<file path="src/rtl/ksa_schedule.sv">
// RC4 key-scheduling stage: fills the shared S RAM with the identity permutation,
// then runs the 256-round KSA swap loop, and pulses finish when S is ready.
module ksa_schedule #(
  parameter int KEY_LENGTH = 3
) (
  input  logic                    clk,
  input  logic                    reset,
  input  logic                    start_sig,
  input  logic [8*KEY_LENGTH-1:0] secret_key,
  input  logic [7:0]              q_data,
  output logic                    finish,
  output logic                    ksa_mem_handler,
  output logic [7:0]              address,
  output logic [7:0]              data,
  output logic                    wen
);

  localparam int KW = (KEY_LENGTH > 1) ? $clog2(KEY_LENGTH) : 1;
  localparam logic [KW-1:0] KLAST = KW'(KEY_LENGTH - 1);

  typedef enum logic [3:0] {
    IDLE, START, INIT_WRITE,
    SETUP_READ_I, READ_I, SAMPLE_I, ADD_J,
    SETUP_READ_J, READ_J, SAMPLE_J,
    WRITE_I, WRITE_J, INC_I, FINISHED
  } state_t;

  state_t          state_q, state_d;
  logic [7:0]      i_q, i_d, j_q, j_d, ti_q, ti_d, tj_q, tj_d;
  logic [KW-1:0]   kidx_q, kidx_d;
  logic            fin_q, fin_d, own_q, own_d, wen_q, wen_d;
  logic [7:0]      addr_q, addr_d, data_q, data_d;

  // Key bytes indexed with key[0] = MSB; padded to a power of two so kidx never indexes out of range.
  logic [7:0] key_bytes [2**KW];
  for (genvar k = 0; k < 2**KW; k++) begin : g_key
    if (k < KEY_LENGTH) begin : g_real
      assign key_bytes[k] = secret_key[8*(KEY_LENGTH-1-k) +: 8];
    end else begin : g_pad
      assign key_bytes[k] = 8'h00;
    end
  end

  always_comb begin
    state_d = state_q;
    i_d     = i_q;
    j_d     = j_q;
    ti_d    = ti_q;
    tj_d    = tj_q;
    kidx_d  = kidx_q;
    fin_d   = 1'b0;
    own_d   = 1'b1;
    wen_d   = 1'b0;
    addr_d  = 8'h00;
    data_d  = 8'h00;
    case (state_q)
      IDLE: begin
        own_d = 1'b0;
        if (start_sig) state_d = START;
      end
      START: begin
        i_d     = 8'h00;
        j_d     = 8'h00;
        kidx_d  = '0;
        state_d = INIT_WRITE;
      end
      INIT_WRITE: begin
        wen_d  = 1'b1;
        addr_d = i_q;
        data_d = i_q;
        i_d    = i_q + 8'd1;
        if (i_q == 8'hFF) state_d = SETUP_READ_I;
      end
      // Read address is held across the read states so the RAM sees it a cycle later.
      SETUP_READ_I: begin addr_d = i_q; state_d = READ_I; end
      READ_I:       begin addr_d = i_q; state_d = SAMPLE_I; end
      SAMPLE_I:     begin addr_d = i_q; ti_d = q_data; state_d = ADD_J; end
      ADD_J: begin
        j_d     = j_q + ti_q + key_bytes[kidx_q];
        state_d = SETUP_READ_J;
      end
      SETUP_READ_J: begin addr_d = j_q; state_d = READ_J; end
      READ_J:       begin addr_d = j_q; state_d = SAMPLE_J; end
      SAMPLE_J:     begin addr_d = j_q; tj_d = q_data; state_d = WRITE_I; end
      WRITE_I: begin
        wen_d = 1'b1; addr_d = i_q; data_d = tj_q; state_d = WRITE_J;
      end
      WRITE_J: begin
        wen_d = 1'b1; addr_d = j_q; data_d = ti_q; state_d = INC_I;
      end
      INC_I: begin
        if (i_q == 8'hFF) begin
          state_d = FINISHED;
        end else begin
          i_d     = i_q + 8'd1;
          kidx_d  = (kidx_q == KLAST) ? '0 : kidx_q + KW'(1);
          state_d = SETUP_READ_I;
        end
      end
      FINISHED: begin
        fin_d   = 1'b1;
        own_d   = 1'b0;
        state_d = IDLE;
      end
      default: begin
        own_d   = 1'b0;
        state_d = IDLE;
      end
    endcase
  end

  always_ff @(posedge clk) begin
    if (reset) begin
      state_q <= IDLE;
      i_q     <= 8'h00;
      j_q     <= 8'h00;
      ti_q    <= 8'h00;
      tj_q    <= 8'h00;
      kidx_q  <= '0;
      fin_q   <= 1'b0;
      own_q   <= 1'b0;
      wen_q   <= 1'b0;
      addr_q  <= 8'h00;
      data_q  <= 8'h00;
    end else begin
      state_q <= state_d;
      i_q     <= i_d;
      j_q     <= j_d;
      ti_q    <= ti_d;
      tj_q    <= tj_d;
      kidx_q  <= kidx_d;
      fin_q   <= fin_d;
      own_q   <= own_d;
      wen_q   <= wen_d;
      addr_q  <= addr_d;
      data_q  <= data_d;
    end
  end

  assign finish          = fin_q;
  assign ksa_mem_handler = own_q;
  assign wen             = wen_q;
  assign address         = addr_q;
  assign data            = data_q;

endmodule

</file>
<file path="config.mk">
export PLATFORM = sky130hd
export DESIGN_NAME = ksa_schedule
export DESIGN_NICKNAME = d
export VERILOG_FILES = /design/src/rtl/ksa_schedule.sv
export SDC_FILE = /design/constraint.sdc
export NUM_CORES = 1
export LEC_CHECK = 0
export ABC_AREA = 1
export CORE_ASPECT_RATIO = 1.25
export CORE_MARGIN = 2
export CORE_UTILIZATION = 37
export CTS_CLUSTER_DIAMETER = 80
export DETAILED_ROUTE_END_ITERATION = 16
export GPL_TIMING_DRIVEN = 0
export PLACE_DENSITY = 0.63
export SLEW_MARGIN = 40
export SYNTH_ARGS = -nofsm -noshare
export SYNTH_HDL_FRONTEND = slang
export SYNTH_SLANG_ARGS = --single-unit
</file>
<file path="constraint.sdc">
create_clock -name clk -period 2.6 [get_ports clk]
set_input_delay 0.26 -clock clk [delete_from_list [all_inputs] [get_ports clk]]
set_output_delay 0.26 -clock clk [all_outputs]
set_load 0.01 [all_outputs]
</file>
==> results_tabular.tex <==
\begin{tabular}{lr}
\hline
Metric & Value \\
\hline
\multicolumn{2}{l}{\textbf{Logic synthesis}} \\
\quad Total standard cell area after synthesis & 3020 um\^{}2 \\
\quad Count of synthesis-stage warnings from yosys & 0 \\
\quad Portion of the post-synthesis area used by sequential elements & 37.8\% \\
\quad Cell types occupying the most area after synthesis & dfxtp\_1, nand2\_1, inv\_1 \\
\quad Gate count of the mapped netlist & 425 \\
\quad Net count after synthesis & 475 \\
\quad Average instance area after synthesis & 7.10 um\^{}2 \\
\quad Largest area contributor in the netlist & dfxtp\_1 \\
\quad Portion of synthesized cell area occupied by the leading cell type & 37.8\% \\
\quad Synthesis-stage register bit count & 57 \\
\quad Synth unique cells & 36 \\
\multicolumn{2}{l}{\textbf{Route}} \\
\quad Post-Route WL & 7850 um \\
\quad Top Metal Used & met4 \\
\quad Detailed route wirelength on metal3 & 341 um \\
\quad 1st-pass router iterations & 4 \\
\quad Via Count & 2889 \\
\quad M1 WL & 3190 um \\
\quad Remaining routing DRC violations & 0 \\
\quad Routed wire per std cell & 13.3 um \\
\quad DR WL met2 & 3940 um \\
\quad Number of design-rule violations left by the first detailed-router iteration & 155 \\
\quad Post-DRT Antenna Nets & 0 \\
\quad Via-to-Cell Ratio & 4.90 \\
\multicolumn{2}{l}{\textbf{Cells and area}} \\
\quad Layout Area Growth over Synthesis & 28.3\% \\
\quad Number of nets at the end of the flow & 539 \\
\quad Fraction of final layout cells with drive strength greater than 1 & 10.1\% \\
\quad Area taken by multi-input logic gates & 1630 um\^{}2 \\
\quad Diode count & 0 \\
\quad Filler cell count in the final layout & 813 \\
\quad Storage element area & 1150 um\^{}2 \\
\multicolumn{2}{l}{\textbf{Floorplan}} \\
\quad Total I/O pin count & 54 \\
\quad Row count & 36 \\
\quad Area of the placeable core & 7840 um\^{}2 \\
\quad Die boundary width & 84.7 um \\
\quad Area of the die & 8890 um\^{}2 \\
\quad Initial standard-cell utilization of the core & 38.5\% \\
\quad Die boundary height & 105 um \\
\multicolumn{2}{l}{\textbf{Placement}} \\
\quad Number of I/O port buffers & 52 \\
\quad Last weighted congestion value of the routability-driven placer & 0.891 \\
\quad Half-perimeter wire length after placement & 6270 um \\
\quad Dpl ws & -0.108 ns \\
\multicolumn{2}{l}{\textbf{Power and ir drop}} \\
\quad Power, Total & 0.00229 W \\
\quad Power Dens Cells & 593 nW/um\^{}2 \\
\quad Lkg Pwr & 1.63 nW \\
\quad Highest ir drop seen on vdd & 274 uV \\
\multicolumn{2}{l}{\textbf{GRT}} \\
\quad Remaining Overflow, GRT & 0 \\
\quad Via count of the first global-routing pass & 2868 \\
\quad Pin count of the biggest net entering global routing & 12 \\
\quad Number of antenna violations at the first check in global routing & 0 \\
\quad Wire length of the first global-routing pass & 13200 um \\
\quad Global-route usage over all layers & 19.1\% \\
\multicolumn{2}{l}{\textbf{Setup path}} \\
\quad Required time at the worst-slack endpoint & 2.80 ns \\
\quad Largest delay share family, worst path & adder cells \\
\quad WP data arrival & 2.68 ns \\
\quad Reg2reg start & kidx\_q[0] \\
\quad Endpoint of the worst-slack reg-to-reg timing path & j\_q[5] \\
\quad Start-to-end type of the worst setup path & flop to flop \\
\quad Crit-path max cell delay & 0.50 ns \\
\quad Critical Path Fanout Max & 8 \\
\quad Element type at the critical path end & flop \\
\quad Critical-path top delay cell & fa\_1 \\
\quad Worst path bufs/invs & 3 \\
\quad FF-to-FF path depth & 13 \\
\quad Startpoint type of the worst setup path & flop \\
\quad Series of cell instances along the critical path & inv\_2, nor2\_4, nand2\_1, nand3\_1, fa\_1, ha\_1, inv\_1, fa\_1, inv\_2, a21oi\_1, or2\_2, nand3\_1, a21oi\_1 \\
\quad Reg2reg setup slack & 0.13 ns \\
\multicolumn{2}{l}{\textbf{Min path}} \\
\quad Type of the tightest min-delay check & primary input to flop \\
\quad Endpoint, Worst Hold & j\_q[6] \\
\quad Cell depth of the worst min-delay path & 2 \\
\quad Hold Crit Start & reset \\
\multicolumn{2}{l}{\textbf{Timing}} \\
\quad Slew Viols, Final & 0 \\
\quad F\_max & 0.404 GHz \\
\quad Worst Clk Skew & 0.0106 ns \\
\quad Total Neg Setup Slack & 0 ns \\
\quad Slew Limit Headroom & 58.3\% \\
\quad Post-layout worst setup margin & 0.126 ns \\
\quad Hold violation count in the final report & 0 \\
\quad Slew at the pin closest to its max-slew limit & 0.622 ns \\
\quad Unrepaired setup endpoints after global routing & false \\
\quad Number of failing setup endpoints in the final timing report & 0 \\
\quad Portion of the clock cycle consumed by the worst path in the final layout & 95.2\% \\
\quad Minimum clock period after layout & 2.47 ns \\
\multicolumn{2}{l}{\textbf{Status}} \\
\quad Outcome & completed \\
\multicolumn{2}{l}{\textbf{Clocking}} \\
\quad Clock latency on the worst-skew pair & 0.34 ns \\
\quad Clk pin slew, worst setup/hold paths & 0.07 ns \\
\quad CTS Buffer Depth & 2 \\
\quad TritonCTS clock tree & done \\
\quad CTS Root Buffer Type & clkbuf\_8 \\
\quad Number of hold-repair buffers added at the cts stage & 0 \\
\quad Number of buffers inserted during clock tree synthesis & 9 \\
\quad Deepest level of the CTS H-tree & 3 \\
\quad Num Clock Sinks & 57 \\
\multicolumn{2}{l}{\textbf{Flow run}} \\
\quad Reported max-cap violation count & 0 \\
\hline
\end{tabular}
[cells by family after synthesis]
group                    after synthesis  share of synthesized area (%)
AND/OR/NAND/NOR                      207                           30.1
AO/OA/AOI/OAI                         76                           14.4
buffers and inverters                 68                           8.80
flip-flops                            57                           37.8
adder cells (fa/ha/maj)               15                           8.22
XOR/XNOR                               2                          0.581
[cell usage after synthesis, drive strengths merged]
cell and instances:
a41oi 1, fa 8, nand3b 1, o2111a 1, nand4 5, o22ai 1
dfxtp 57, o2111ai 1, o21ai 25, or2 2, clkbuf 6, a31oi 2
nand3 29, nand2 117, a21o 1, o221ai 7, nor2 48, clkinv 1
nor3 4, inv 58, a21oi 36, ha 7, nor4 1, buf 3
xor2 2, o211ai 1
[power breakdown]
part	switching, W	internal (W)
combinational	0.000357	0.000220
sequential	0.0000497	0.000912
clock	0.000384	0.000372
total	0.000790	0.00150
[sequential cells by signal, summed over array words and instances (netlist names), 2 cells and up]
signal   cells
address      8
data         8
i_q          8
j_q          8
ti_q         8
tj_q         8
state_q      4
kidx_q       2
[final cells by class]
| class | count | area share [%] |
|---|---|---|
| multi-input cells | 300 | 42.1 |
| inverters | 59 | 5.72 |
| clock inverters | 6 | 1.10 |
| clock buffers | 10 | 3.56 |
| flip-flops and latches | 57 | 29.7 |
| repair buffers | 53 | 13.6 |
| well taps | 95 | 3.07 |
| plain buffers | 9 | 1.13 |
[stage by stage]
step / cells / util, % / hold WS (ns) / instance area, um^2
after floorplan: 425 / - / 0.395 / 3020
after global placement: 572 / 46.6 / 0.444 / 3650
after detailed placement: 572 / 46.6 / 0.455 / 3650
after CTS: 588 / 49.0 / 0.351 / 3840
after global routing: 589 / 49.4 / 0.400 / 3870
final: 589 / 49.4 / 0.363 / 3870
[per-layer routing]
| metal | vias to the layer above | global-route usage, % |
|---|---|---|
| met2 | 79 | 33.0 |
| met4 | 0 | 11.5 |
| met3 | 22 | 4.66 |
| met5 | - | 0 |
| li1 | 1502 | - |
| met1 | 1286 | 20.7 |
[cell usage in the layout, fill, tap and decap left out, types with 6 or more instances in the layout]
| cell type | synthesis | final |
|---|---|---|
| ha_1 | 7 | 7 |
| o21ai_0 | 22 | 22 |
| nand3_1 | 29 | 29 |
| inv_2 | 9 | 12 |
| a21oi_1 | 36 | 36 |
| nor2_4 | 3 | 6 |
| nand2_1 | 115 | 115 |
| clkdlybuf4s50_1 | 0 | 52 |
| inv_1 | 49 | 46 |
| clkbuf_8 | 0 | 10 |
| fa_1 | 8 | 8 |
| clkbuf_1 | 6 | 6 |
| nor2_1 | 40 | 38 |
| dfxtp_1 | 57 | 55 |
| o221ai_1 | 6 | 6 |
[how the worst max path moves through the flow]
stage	start	to	slack [ns]	cells past startpoint
detailed placement	kidx_q[0]	j_q[5]	-0.11	12
global placement	secret_key[9]	j_q[5]	-0.06	12
finish	kidx_q[0]	j_q[5]	0.13	13
CTS	kidx_q[1]	j_q[5]	0.003	12
floorplan	kidx_q[0]	j_q[2]	0.24	10
global route	kidx_q[0]	j_q[5]	0.008	13
[repair_timing]
item | in CTS | in global routing
resized for setup | 3 | 9
buffers inserted | 0 | 1
setup endpoints to repair | 4 | 5
Power figures use the tool's default switching activity.
